--- config.mk ---
export PLATFORM = sky130hd
export DESIGN_NAME = vga_timing_gen
export DESIGN_NICKNAME = d
export VERILOG_FILES = /design/src/rtl/vga_timing_gen.sv
export SDC_FILE = /design/constraint.sdc
export NUM_CORES = 1
export LEC_CHECK = 0
export ABC_CLOCK_PERIOD_IN_PS = 2250
export CORE_MARGIN = 2
export CORE_UTILIZATION = 52
export DETAILED_ROUTE_END_ITERATION = 7
export HOLD_SLACK_MARGIN = 0.08
export PLACE_DENSITY = 0.88
export SLEW_MARGIN = 20
export SYNTH_ARGS = -nofsm -noshare
export SYNTH_HDL_FRONTEND = slang
export SYNTH_SLANG_ARGS = --single-unit
--- constraint.sdc ---
create_clock -name clock -period 2.25 [get_ports clock]
set_input_delay 0.225 -clock clock [delete_from_list [all_inputs] [get_ports clock]]
set_output_delay 0.225 -clock clock [all_outputs]
set_load 0.05 [all_outputs]
--- src/rtl/vga_timing_gen.sv ---
// VGA raster timing: pixel/line counters with registered sync, blanking,
// line/frame strobes and a free-running frame counter.
module vga_timing_gen #(
  parameter int H_VISIBLE   = 640,
  parameter int H_FRONT     = 16,
  parameter int H_SYNC      = 96,
  parameter int H_BACK      = 48,
  parameter int V_VISIBLE   = 480,
  parameter int V_FRONT     = 10,
  parameter int V_SYNC      = 2,
  parameter int V_BACK      = 33,
  parameter bit SYNC_ACTIVE = 1'b0
) (
  input  logic       clock,
  input  logic       reset,
  input  logic       pix_en,
  output logic       hs,
  output logic       vs,
  output logic [9:0] x,
  output logic [9:0] y,
  output logic       video,
  output logic       line_start,
  output logic       frame_start,
  output logic [7:0] frame_count
);

  localparam int H_TOTAL = H_VISIBLE + H_FRONT + H_SYNC + H_BACK;
  localparam int V_TOTAL = V_VISIBLE + V_FRONT + V_SYNC + V_BACK;

  localparam logic [9:0] H_LAST = 10'(H_TOTAL - 1);
  localparam logic [9:0] V_LAST = 10'(V_TOTAL - 1);

  localparam logic [10:0] H_VIS = 11'(H_VISIBLE);
  localparam logic [10:0] HS_BEG = 11'(H_VISIBLE + H_FRONT);
  localparam logic [10:0] HS_END = 11'(H_VISIBLE + H_FRONT + H_SYNC);
  localparam logic [10:0] V_VIS = 11'(V_VISIBLE);
  localparam logic [10:0] VS_BEG = 11'(V_VISIBLE + V_FRONT);
  localparam logic [10:0] VS_END = 11'(V_VISIBLE + V_FRONT + V_SYNC);

  logic       x_wrap;
  logic       y_wrap;
  logic [9:0] nx;
  logic [9:0] ny;
  logic [10:0] nxe;
  logic [10:0] nye;
  logic       n_hs;
  logic       n_vs;
  logic       n_video;

  // Decode from the next position so the registered syncs line up with x,y.
  always_comb begin
    x_wrap  = (x == H_LAST);
    y_wrap  = (y == V_LAST);
    nx      = x_wrap ? 10'd0 : x + 10'd1;
    ny      = y;
    if (x_wrap) begin
      ny = y_wrap ? 10'd0 : y + 10'd1;
    end
    nxe     = {1'b0, nx};
    nye     = {1'b0, ny};
    n_hs    = (nxe >= HS_BEG && nxe < HS_END) ?
              SYNC_ACTIVE : ~SYNC_ACTIVE;
    n_vs    = (nye >= VS_BEG && nye < VS_END) ?
              SYNC_ACTIVE : ~SYNC_ACTIVE;
    n_video = (nxe < H_VIS) && (nye < V_VIS);
  end

  always_ff @(posedge clock) begin
    if (reset) begin
      x           <= '0;
      y           <= '0;
      hs          <= ~SYNC_ACTIVE;
      vs          <= ~SYNC_ACTIVE;
      video       <= 1'b0;
      line_start  <= 1'b0;
      frame_start <= 1'b0;
      frame_count <= '0;
    end else begin
      line_start  <= 1'b0;
      frame_start <= 1'b0;
      if (pix_en) begin
        x           <= nx;
        y           <= ny;
        hs          <= n_hs;
        vs          <= n_vs;
        video       <= n_video;
        line_start  <= x_wrap;
        frame_start <= x_wrap && y_wrap;
        if (x_wrap && y_wrap) begin
          frame_count <= frame_count + 8'd1;
        end
      end
    end
  end

endmodule

==> summary by stage <==
Timing
Timing would allow up to a little under 500 MHz. The smallest setup slack after layout is 0.190 ns. The total count of hold-check failures in the final report is 0. The final-report max-slew violation count is 0. At the pin with the least slew margin, the transition time is 0.513 ns. Setup repair after global routing left no endpoint under its margin.

Of the available clock period, the critical path in the final layout requires 0.915. Measured against its own limit, the worst slew margin works out to 0.657. The aggregate negative setup slack is 0 ns. The minimum clock period is 2.06 ns.

Clock skew on the completed layout was measured at ~0.0058 ns. The total setup violations reported at the end of the flow is 0.

Yosys
The mean area per synthesized cell is 7.78 µm². The netlist area before placement is 1900 µm². The net count of the mapped netlist is 252. The sequential cell area fraction in the yosys report is 0.348. Counting flops and latches in the post-synthesis netlist gives 33. The proportion of synthesized flip-flops having asynchronous set or reset is 0. Counting flops with a built-in enable in the synthesized netlist gives 0. The total number of yosys warnings is 0. The main flop type after synthesis is dfxtp_1. The unique cell type count in the Yosys netlist is 49.

The synthesized instance count is about 240.

Run status
The run finished with clean final reports.

Clocking
The root buffer cell is clkbuf_4. In this run the deepest clock path goes through 2 buffers. Gates resized during post-CTS repair numbered 0. The clock latency on the worst-skew pair is 0.36 ns.

After clock tree synthesis, the clock-pin slew on the worst setup and hold paths is 0.11 ns. The hold buffer count at cts is 0. The deepest level of the CTS H-tree is 2. The buffers inserted during post-CTS setup optimization is 0.

The clock net in this run drives a total of 33 sinks. The CTS tree is built. The number of buffers inserted during clock tree synthesis is 5.

Worst setup path
Counting cells, the worst reg-to-reg path comes to 7. On the worst path, the slowest cell contributes a delay of 0.43 ns. The critical setup path kind is register to register. The worst-path cell with the longest stage delay is or3b_2. The signal arrival time at the worst endpoint is about 2.3 ns. The signal on the critical path passes through ha_1 > and4_2 > and3_2 > nand2_1 > or3b_2 > o21ai_0 > a31oi_1. The worst register-to-register path has a setup slack of 0.19 ns.

The cell class contributing the biggest share of worst-path delay is simple AND/OR/NAND/NOR gates. Counting both buffers and inverters, the worst setup path holds a total of 0. In this run the worst path has a maximum fanout of 7. The worst flop-to-flop path endpoint is vs. For the worst setup path, the data required time is 2.50 ns. The type of destination of the critical path is a register. The worst setup path is launched from a register. The beginning of the worst register-to-register path is x[0]. The beginning of the critical path is x[0].

Power
The relative contribution of the clock network to total power is 0.414. Of the total power, the share spent switching nets is 0.246. The proportion of power drawn by combinational gates is 0.055. The total internal power is between 800 and 900 µW. IR analysis of the VDD net gives a maximum drop of ~350 µV.

The switching component of the power is between 200 and 300 µW. Of the total power, registers draw 0.531. For this design the ratio of total power to cell area is 457 nW/µm². The analysis attributes to cell leakage a power of 0.000834 µW.

Global route
The via count of the first global-routing pass came to between 1.5k and 2k. Across every metal layer, demand over resource in global routing totals 0.252. The number of antenna violations at the first check in global routing is 0. The first global-routing pass estimated 8.19 mm of wire.

The largest net degree at the start of global routing is 33. The leftover overflow at the end of global routing is 0.

Die
The die extent in y is 64.4 µm. The floorplan step defined a core boundary enclosing 3420 µm². The initialized floorplan defines 21 standard-cell rows. The die is 64.4 µm wide. The number of placed I/O pins is 36. The initial utilization of the core area, before any placement, comes to 0.556. The die outline area is 4150 µm².

Worst hold path
The sink of the worst hold path is video. The path class of the tightest hold or removal check is register to register. The number of cells on the worst hold path is 2. The worst hold path begins at video.

Detailed routing
The starting DRC count in detailed routing is 164. The final layout contains routed wiring with a total length of ~5 mm. For this run, the detailed router's first-pass iteration total came to 4. After detailed routing, the average wire length per cell comes to 14.6 µm.

The total number of vias is roughly 2k. The number of nets with antenna violations after detailed routing is 0. The post-route DRC violation count is 0.

Dividing the detail-routed via count by the number of cells gives approximately 5.9.

Layout
The ratio of cells with drive above 1 in the final layout is 0.128. The final net count is 295. 0 antenna diodes ended up in the layout. The fill cell total of the finished layout is 283.

Relative to the synthesized area, the layout overhead comes to 29.0%.

Placement
The count of port buffers added during placement is 35. The HPWL after detailed placement is 3.41 mm. The routability-driven placement congestion ratio is around 0.90. Prior to clock tree synthesis, the placed netlist has a worst setup slack of 0.120 ns.

Run
The tool flagged a number of max-cap violations equal to 0.
-- worst max path at each step --
stage | cells past startpoint | endpoint
after floorplan | 7 | vs
after global placement | 7 | vs
after detailed placement | 7 | vs
after CTS | 7 | vs
after global routing | 7 | vs
final | 7 | vs
-- per-layer routing --
| layer | GRT usage | vias up | share of wire |
|---|---|---|---|
| met5 | 0 | - | 0 |
| met4 | 0.0771 | 0 | 0.015 |
| met3 | 0.0781 | 9 | 0.096 |
| met2 | 0.385 | 99 | 0.45 |
| met1 | 0.341 | 900 | 0.44 |
| li1 | - | 964 | - |
-- state kept, by name, summed over array words and instances, names as in the netlist --
signal	flops
frame_count	8
frame_start	1
hs	1
line_start	1
video	1
vs	1
x	10
y	10
-- cells in the mapped netlist, types with 2 or more instances --
library cell	instances	area [µm²]
a21oi_1	18	90.1
a31oi_1	3	18.8
and2_1	2	12.5
and3_1	5	31.3
and4_1	3	26.3
buf_2	2	10.0
clkbuf_1	9	33.8
dfxtp_1	33	661
ha_1	5	62.6
inv_1	2	7.51
mux2i_1	5	50.1
nand2_1	23	86.3
nand2b_1	2	12.5
nand3_1	13	65.1
nand3b_1	4	30.0
nand4_1	9	56.3
nand4b_1	2	17.5
nor2_1	35	131
nor2b_1	2	12.5
nor3_1	8	40.0
nor4_1	2	12.5
o2111ai_1	2	17.5
o211ai_1	2	15.0
o21ai_0	15	75.1
or3_1	4	25.0
xnor2_1	3	26.3
xor2_1	9	78.8
-- worst reg2reg max path, cell delays in order, from the launching register on --
cell and delay, ns:
dfxtp_2 0.40, ha_1 0.18, and4_2 0.32, and3_2 0.29
nand2_1 0.09, or3b_2 0.43, o21ai_0 0.13, a31oi_1 0.12
-- cell usage in the layout (no fill, tap or decap), types with 8 or more instances in the layout --
cell type and instances:
nand2_1 23, o21ai_0 15, dfxtp_1 29, buf_4 16, a21oi_1 18, xor2_1 9
nand3_1 13, nor3_1 8, nor2_1 34, nand4_1 9, clkdlybuf4s50_1 35
-- per-stage QoR --
step | hold WS, ns | cells | total power, µW | cell area (µm²) | util
final | 0.459 | 334 | 1120 | 2450 | 0.717
after global routing | 0.474 | 334 | 1170 | 2450 | 0.717
after CTS | 0.461 | 334 | 1130 | 2440 | 0.716
after detailed placement | 0.445 | 326 | 670 | 2360 | 0.691
after global placement | 0.439 | 326 | 668 | 2360 | 0.691
after floorplan | 0.564 | 244 | 648 | 1900 | -
-- kinds of logic after synthesis --
logic type | after synthesis | synth area share
AND/OR/NAND/NOR | 122 | 0.340
AO/OA/AOI/OAI | 50 | 0.156
flip-flops | 33 | 0.348
buffers and inverters | 17 | 0.0415
XOR/XNOR | 12 | 0.0553
multiplexers | 5 | 0.0264
adder cells (fa/ha/maj) | 5 | 0.0329
-- power by group through the flow --
stage	sequential, µW	combinational [µW]	clock (µW)
4_1_cts	595	61.6	469
3_5_place_dp	608	61.4	0
2_1_floorplan	624	23.6	0
6_report	595	61.5	464
5_1_grt	596	66.0	504
3_3_place_gp	607	60.6	0
-- cell type report --
type	count	area [µm²]	area share
Multi-Input combinational cell	194	1160	0.475
Sequential cell	33	666	0.272
Timing Repair Buffer	51	470	0.192
Tap cell	46	57.6	0.0235
Clock inverter	3	46.3	0.0189
Clock buffer	5	37.5	0.0153
Inverter	2	7.51	0.00306
Power figures use the tool's default switching activity.
